**config.mk**
```make
export PLATFORM = sky130hd
export DESIGN_NAME = gpio_responder
export DESIGN_NICKNAME = d
export VERILOG_FILES = /design/src/rtl/gpio_responder.sv
export SDC_FILE = /design/constraint.sdc
export NUM_CORES = 1
export LEC_CHECK = 0
export BUFFER_PORTS_ARGS = -buffer_cell sky130_fd_sc_hd__clkbuf_2
export CORE_UTILIZATION = 45
export DETAILED_ROUTE_END_ITERATION = 10
export GPL_ROUTABILITY_DRIVEN = 0
export PLACE_DENSITY_LB_ADDON = 0.15
export SYNTH_ARGS = -nofsm -noshare
export SYNTH_HDL_FRONTEND = slang
export SYNTH_SLANG_ARGS = --single-unit
```
**constraint.sdc**
```tcl
create_clock -name clk -period 3.55 [get_ports clk]
set_clock_uncertainty 0.15 [all_clocks]
set_input_delay 0.5325 -clock clk [delete_from_list [all_inputs] [get_ports clk]]
set_output_delay 0.5325 -clock clk [all_outputs]
set_load 0.02 [all_outputs]
```
**src/rtl/gpio_responder.sv**
```systemverilog
// Beat responder for a GPIO agent: paces beats with a ready handshake and raises
// an interrupt per completed burst, keeping per-address-space burst counters.
module gpio_responder #(
   parameter int unsigned WAIT_CYCLES = 2,
   parameter bit          HOLD_ON_IRQ = 1'b1,
   parameter int unsigned CNT_W       = 8
) (
   input  logic               clk,
   input  logic               rst_n,
   input  logic               addr_space_1,
   input  logic               addr_space_0,
   input  logic               last,
   input  logic               irq_clr,
   output logic               ready,
   output logic               irq,
   output logic [1:0]         irq_space,
   output logic [CNT_W-1:0]   beat_cnt,
   output logic [4*CNT_W-1:0] burst_cnt,
   output logic               err
);

   // state  | meaning
   // ACCEPT | ready high, a beat is taken on every edge
   // WAIT   | ready low for WAIT_CYCLES cycles after a beat (or one cycle after reset)
   // HOLD   | ready low after a burst end until irq_clr
   typedef enum logic [1:0] {
      ST_ACCEPT = 2'd0,
      ST_WAIT   = 2'd1,
      ST_HOLD   = 2'd2
   } state_t;

   localparam logic [3:0]       WAIT_LOAD = (WAIT_CYCLES > 0) ? 4'(WAIT_CYCLES - 1) : 4'd0;
   localparam logic [CNT_W-1:0] CNT_MAX   = '1;

   state_t           state_q;
   logic [3:0]       wait_q;
   logic             ready_q;

   logic             in_burst_q, in_burst_d;
   logic [1:0]       bspace_q, bspace_d;
   logic [CNT_W-1:0] run_q, run_d;
   logic             irq_q, irq_d;
   logic             err_q, err_d;
   logic [1:0]       ispace_q, ispace_d;
   logic [CNT_W-1:0] beat_q, beat_d;
   logic [CNT_W-1:0] bc_q [4];
   logic [CNT_W-1:0] bc_d [4];

   logic [1:0]       space;
   logic [1:0]       cur_space;
   logic [CNT_W-1:0] run_inc;

   assign space = {addr_space_1, addr_space_0};

   always_ff @(posedge clk) begin
      if (!rst_n) begin
         state_q <= ST_WAIT;
         wait_q  <= 4'd0;
         ready_q <= 1'b0;
      end else begin
         case (state_q)
            ST_ACCEPT: begin
               if (last && HOLD_ON_IRQ) begin
                  state_q <= ST_HOLD;
                  ready_q <= 1'b0;
               end else if (WAIT_CYCLES > 0) begin
                  state_q <= ST_WAIT;
                  wait_q  <= WAIT_LOAD;
                  ready_q <= 1'b0;
               end
            end
            ST_WAIT: begin
               if (wait_q == 4'd0) begin
                  state_q <= ST_ACCEPT;
                  ready_q <= 1'b1;
               end else begin
                  wait_q <= wait_q - 4'd1;
               end
            end
            ST_HOLD: begin
               if (irq_clr) begin
                  if (WAIT_CYCLES > 0) begin
                     state_q <= ST_WAIT;
                     wait_q  <= WAIT_LOAD;
                  end else begin
                     state_q <= ST_ACCEPT;
                     ready_q <= 1'b1;
                  end
               end
            end
            default: begin
               state_q <= ST_WAIT;
               wait_q  <= 4'd0;
               ready_q <= 1'b0;
            end
         endcase
      end
   end

   always_comb begin
      in_burst_d = in_burst_q;
      bspace_d   = bspace_q;
      run_d      = run_q;
      irq_d      = irq_q;
      err_d      = err_q;
      ispace_d   = ispace_q;
      beat_d     = beat_q;
      for (int s = 0; s < 4; s++) bc_d[s] = bc_q[s];

      cur_space = in_burst_q ? bspace_q : space;
      run_inc   = (run_q == CNT_MAX) ? run_q : run_q + CNT_W'(1);

      if (irq_clr && irq_q) begin
         irq_d = 1'b0;
         err_d = 1'b0;
      end

      // An irq_clr on the completing edge acknowledges the old interrupt, so no overrun.
      if (ready_q) begin
         if (in_burst_q && (space != bspace_q)) err_d = 1'b1;
         if (last) begin
            if (irq_q && !irq_clr) err_d = 1'b1;
            beat_d          = run_inc;
            ispace_d        = cur_space;
            bc_d[cur_space] = bc_q[cur_space] + CNT_W'(1);
            irq_d           = 1'b1;
            in_burst_d      = 1'b0;
            run_d           = '0;
         end else begin
            in_burst_d = 1'b1;
            bspace_d   = cur_space;
            run_d      = run_inc;
         end
      end
   end

   always_ff @(posedge clk) begin
      if (!rst_n) begin
         in_burst_q <= 1'b0;
         bspace_q   <= 2'd0;
         run_q      <= '0;
         irq_q      <= 1'b0;
         err_q      <= 1'b0;
         ispace_q   <= 2'd0;
         beat_q     <= '0;
         for (int s = 0; s < 4; s++) bc_q[s] <= '0;
      end else begin
         in_burst_q <= in_burst_d;
         bspace_q   <= bspace_d;
         run_q      <= run_d;
         irq_q      <= irq_d;
         err_q      <= err_d;
         ispace_q   <= ispace_d;
         beat_q     <= beat_d;
         for (int s = 0; s < 4; s++) bc_q[s] <= bc_d[s];
      end
   end

   assign ready     = ready_q;
   assign irq       = irq_q;
   assign err       = err_q;
   assign irq_space = ispace_q;
   assign beat_cnt  = beat_q;

   for (genvar g = 0; g < 4; g++) begin : g_bc
      assign burst_cnt[g*CNT_W +: CNT_W] = bc_q[g];
   end

endmodule

```
==> impl_results.md <==
* Clock buffer depth at 2
* Reg clk slew, reported paths at ~0.060 ns
* Syn Nets at roughly 340
* RSZ-0062 raised after global routing: no
* Largest area contributor in the netlist: dfxtp_1
* Most frequent cell after synthesis: dfxtp_1
* Pwr dens at between 500 and 600 mW/mm^2
* Dpl hpwl at approximately 4.6 mm
* PostCTS Resize Cnt at 0
* Post-synth ARST share at 0%
* Syn avg cell area at just under 9 um^2
* TritonCTS clock tree: built
* Setup TNS at 0 ns
* Share of the synthesized area in the top cell type at approximately 44%
* Number of detailed-route iterations in the first pass at 4
* R2r endpoint: bc_q[1][7]
* Starting Density at 47.4%
* Die ar. at around 0.0066 mm^2
* Nets at 382
* Post-synth top cells: 62 x dfxtp_1, 40 x nor2_1, 37 x a21oi_1, 31 x nand2_1, 26 x o21ai_0
* Fmax at about 0.33 GHz
* Antenna violations before repair at 0
* Global-route wire length before repair at ~11 mm
* Layout Utilization at about 56%
* Chip width at between 80 and 90 um
* P_sw at 0.619 mW
* Number of global-route vias before repair at between 2,000 and 2,500
* Worst Tran Pin Value at 0.625 ns
* Share of post-route cells with drive strength above 1 at slightly above 20%
* Leakage at 1.34 nW
* Period utilisation layout at ~85%
* Status: completed
* Yosys warns at 0
* Diode count at 0
* CTS Buf Count at 9
* Port bufs at 50
* Pin count of the biggest net entering global routing at 23
* Setup slack after layout at around 0.53 ns
* Core Rows at 28
* Top_reg_cell synth: dfxtp_1
* Max transition margin at 57.1%
* Hold endpoint: beat_cnt[6]
* EDFF count, synth at 0
* CP required at 3.67 ns
* Internal power at between 1 and 1.5 mW
* Mapped Area at about 0.0028 mm^2
* Post-synthesis sequential area ratio at 43.7%
* Ports at 51
* Crit start category: flip-flop
* First-iteration detailed-routing DRC count at 141
* FF+latch count, synth at 62
* Cells on worst reg2reg path at 6
* Hold Buf Count CTS at 0
* Final hold vios at 0
* Fin crit period at just over 3 ns
* Max_cap viols at 0
* Clock Sinks at just over 60
* Synth Instances at about 330
* Routed Antenna Nets at 0
* WP data arrival at 3.14 ns
* Reg power frac at a little over two fifths
* Pre-CTS setup slack at roughly 0.46 ns
* Comb power frac at ~22%
* Average routed wire per standard cell at 14.7 um
* Die Height at just over 80 um
* Maximum VDD drop at 0.304 mV
* Switching Fraction at between 30% and 40%
* FILL cells at about 550
* Setup Crit Path Kind: flip-flop to flip-flop
* Gr usage total at a little over a fifth
* Drt drc at 0
* Worst-skew pair later-pin latency at roughly 0.34 ns
* Hold crit path type: flip-flop to flip-flop
* Critical path endpoint category: flip-flop
* Netlist cell types at 41
* Area grow syn2layout at 18.7%
* Worst R2R Start: in_burst_q
* HP Start: beat_cnt[6]
* CP max FO at 8
* R2R setup slack at 0.53 ns
* Postcts setup bufs at 0
* Final Setup Violations at 0
* Clk root buf: clkbuf_8
* Via count at between 2,000 and 2,500
* Main area contributors after synthesis: dfxtp_1 44%, a21oi_1 6.5%, nor2_1 5.3%
* Share of total power in the clock network at around 36%
* Min-Delay Path Depth at 2
* Total gr overflow at 0
* Final WL at between 6 and 7 mm
* H-tree Lvls at 3
* Area of the core at around 0.006 mm^2
* Number of vias per cell at about 5.5
* Max Slew Vio Count at 0
[cell usage in the layout (no fill, tap or decap), types with 2 or more instances in the layout]
cell	n
nand2b_1	3
a22oi_1	2
nand2_1	31
nor2_1	40
and3_1	4
xor2_1	6
bufinv_16	2
nand3_1	5
mux4_2	4
o21a_1	3
clkbuf_8	12
nor3_1	5
xnor2_1	8
a211oi_1	14
mux2i_1	10
buf_4	4
a21oi_1	37
and2_1	4
o21ai_1	4
o21ai_0	26
mux4_1	2
ha_1	4
inv_1	5
clkbuf_2	50
dfxtp_1	62
or3_1	11
[metrics by stage]
| stage | hold WS (ns) | total power, mW | cell area (um^2) | cells |
|---|---|---|---|---|
| 4_1_cts | 0.304 | 2.04 | 3370 | 452 |
| 3_5_place_dp | 0.297 | 1.32 | 3140 | 436 |
| 3_3_place_gp | 0.291 | 1.31 | 3140 | 436 |
| 2_1_floorplan | 0.331 | 1.20 | 2840 | 327 |
| 5_1_grt | 0.318 | 2.12 | 3370 | 452 |
| 6_report | 0.302 | 2.02 | 3370 | 452 |
[metal layers]
metal  vias to the layer above  GRT usage, %  share of wire, %
met1                      1151          31.6                51
met5                         -             0                 0
met4                         0          11.3               1.5
li1                       1251             -                 -
met3                        12          4.56               4.5
met2                        53          30.1                43
[worst max-delay path by stage]
stage / start / end / slack, ns
2_1_floorplan: addr_space_1 / bc_q[0][7] / 0.68
3_3_place_gp: addr_space_0 / bc_q[1][7] / 0.57
3_5_place_dp: addr_space_0 / bc_q[0][7] / 0.46
4_1_cts: in_burst_q / bc_q[1][7] / 0.54
5_1_grt: in_burst_q / bc_q[3][7] / 0.39
6_report: in_burst_q / bc_q[1][7] / 0.53
[final cells by class]
| class | instances | area, um^2 | area share, % |
|---|---|---|---|
| timing repair buffer | 54 | 280 | 8.32 |
| sequential | 62 | 1240 | 36.8 |
| clock inverter | 3 | 65.1 | 1.93 |
| inverter | 6 | 22.5 | 0.668 |
| clock buffer | 13 | 169 | 5.01 |
| tap | 75 | 93.8 | 2.78 |
| multi-input combinational | 239 | 1500 | 44.4 |
[power by group through the flow]
stage | logic [mW] | registers [mW] | clock network [mW]
after floorplan | 0.318 | 0.879 | 0
after global placement | 0.448 | 0.860 | 0
after detailed placement | 0.454 | 0.862 | 0
after CTS | 0.458 | 0.846 | 0.732
after global routing | 0.500 | 0.860 | 0.762
final | 0.452 | 0.846 | 0.721
[logic make-up (layout without fill, tap and decap cells)]
logic type / count (synthesis) / after routing / share of synthesized area, %
DFF: 62 / 62 / 43.7
xor gates and xnor gates: 14 / 14 / 4.32
adders and majority gates: 4 / 4 / 1.76
AOI/OAI and AO/OA: 93 / 93 / 18.8
muxes: 18 / 18 / 9.74
and+or+nand+nor: 110 / 110 / 18.1
buffers and inverters: 26 / 76 / 3.48
[sequential cells by signal, indices dropped and copies added, names as in the netlist]
name        cells
bc_q           32
beat_cnt        8
run_q           8
wait_q          4
bspace_q        2
irq_space       2
state_q         2
err             1
in_burst_q      1
irq             1
ready           1
[worst max-delay path, stage by stage, from the launching register on]
cell	delay (ns)
dfxtp_1	0.44
mux2i_1	0.59
mux4_2	0.41
nand2b_4	0.16
or4b_1	0.67
or3_1	0.39
a21oi_1	0.14
(Power assumes the default switching activity.)
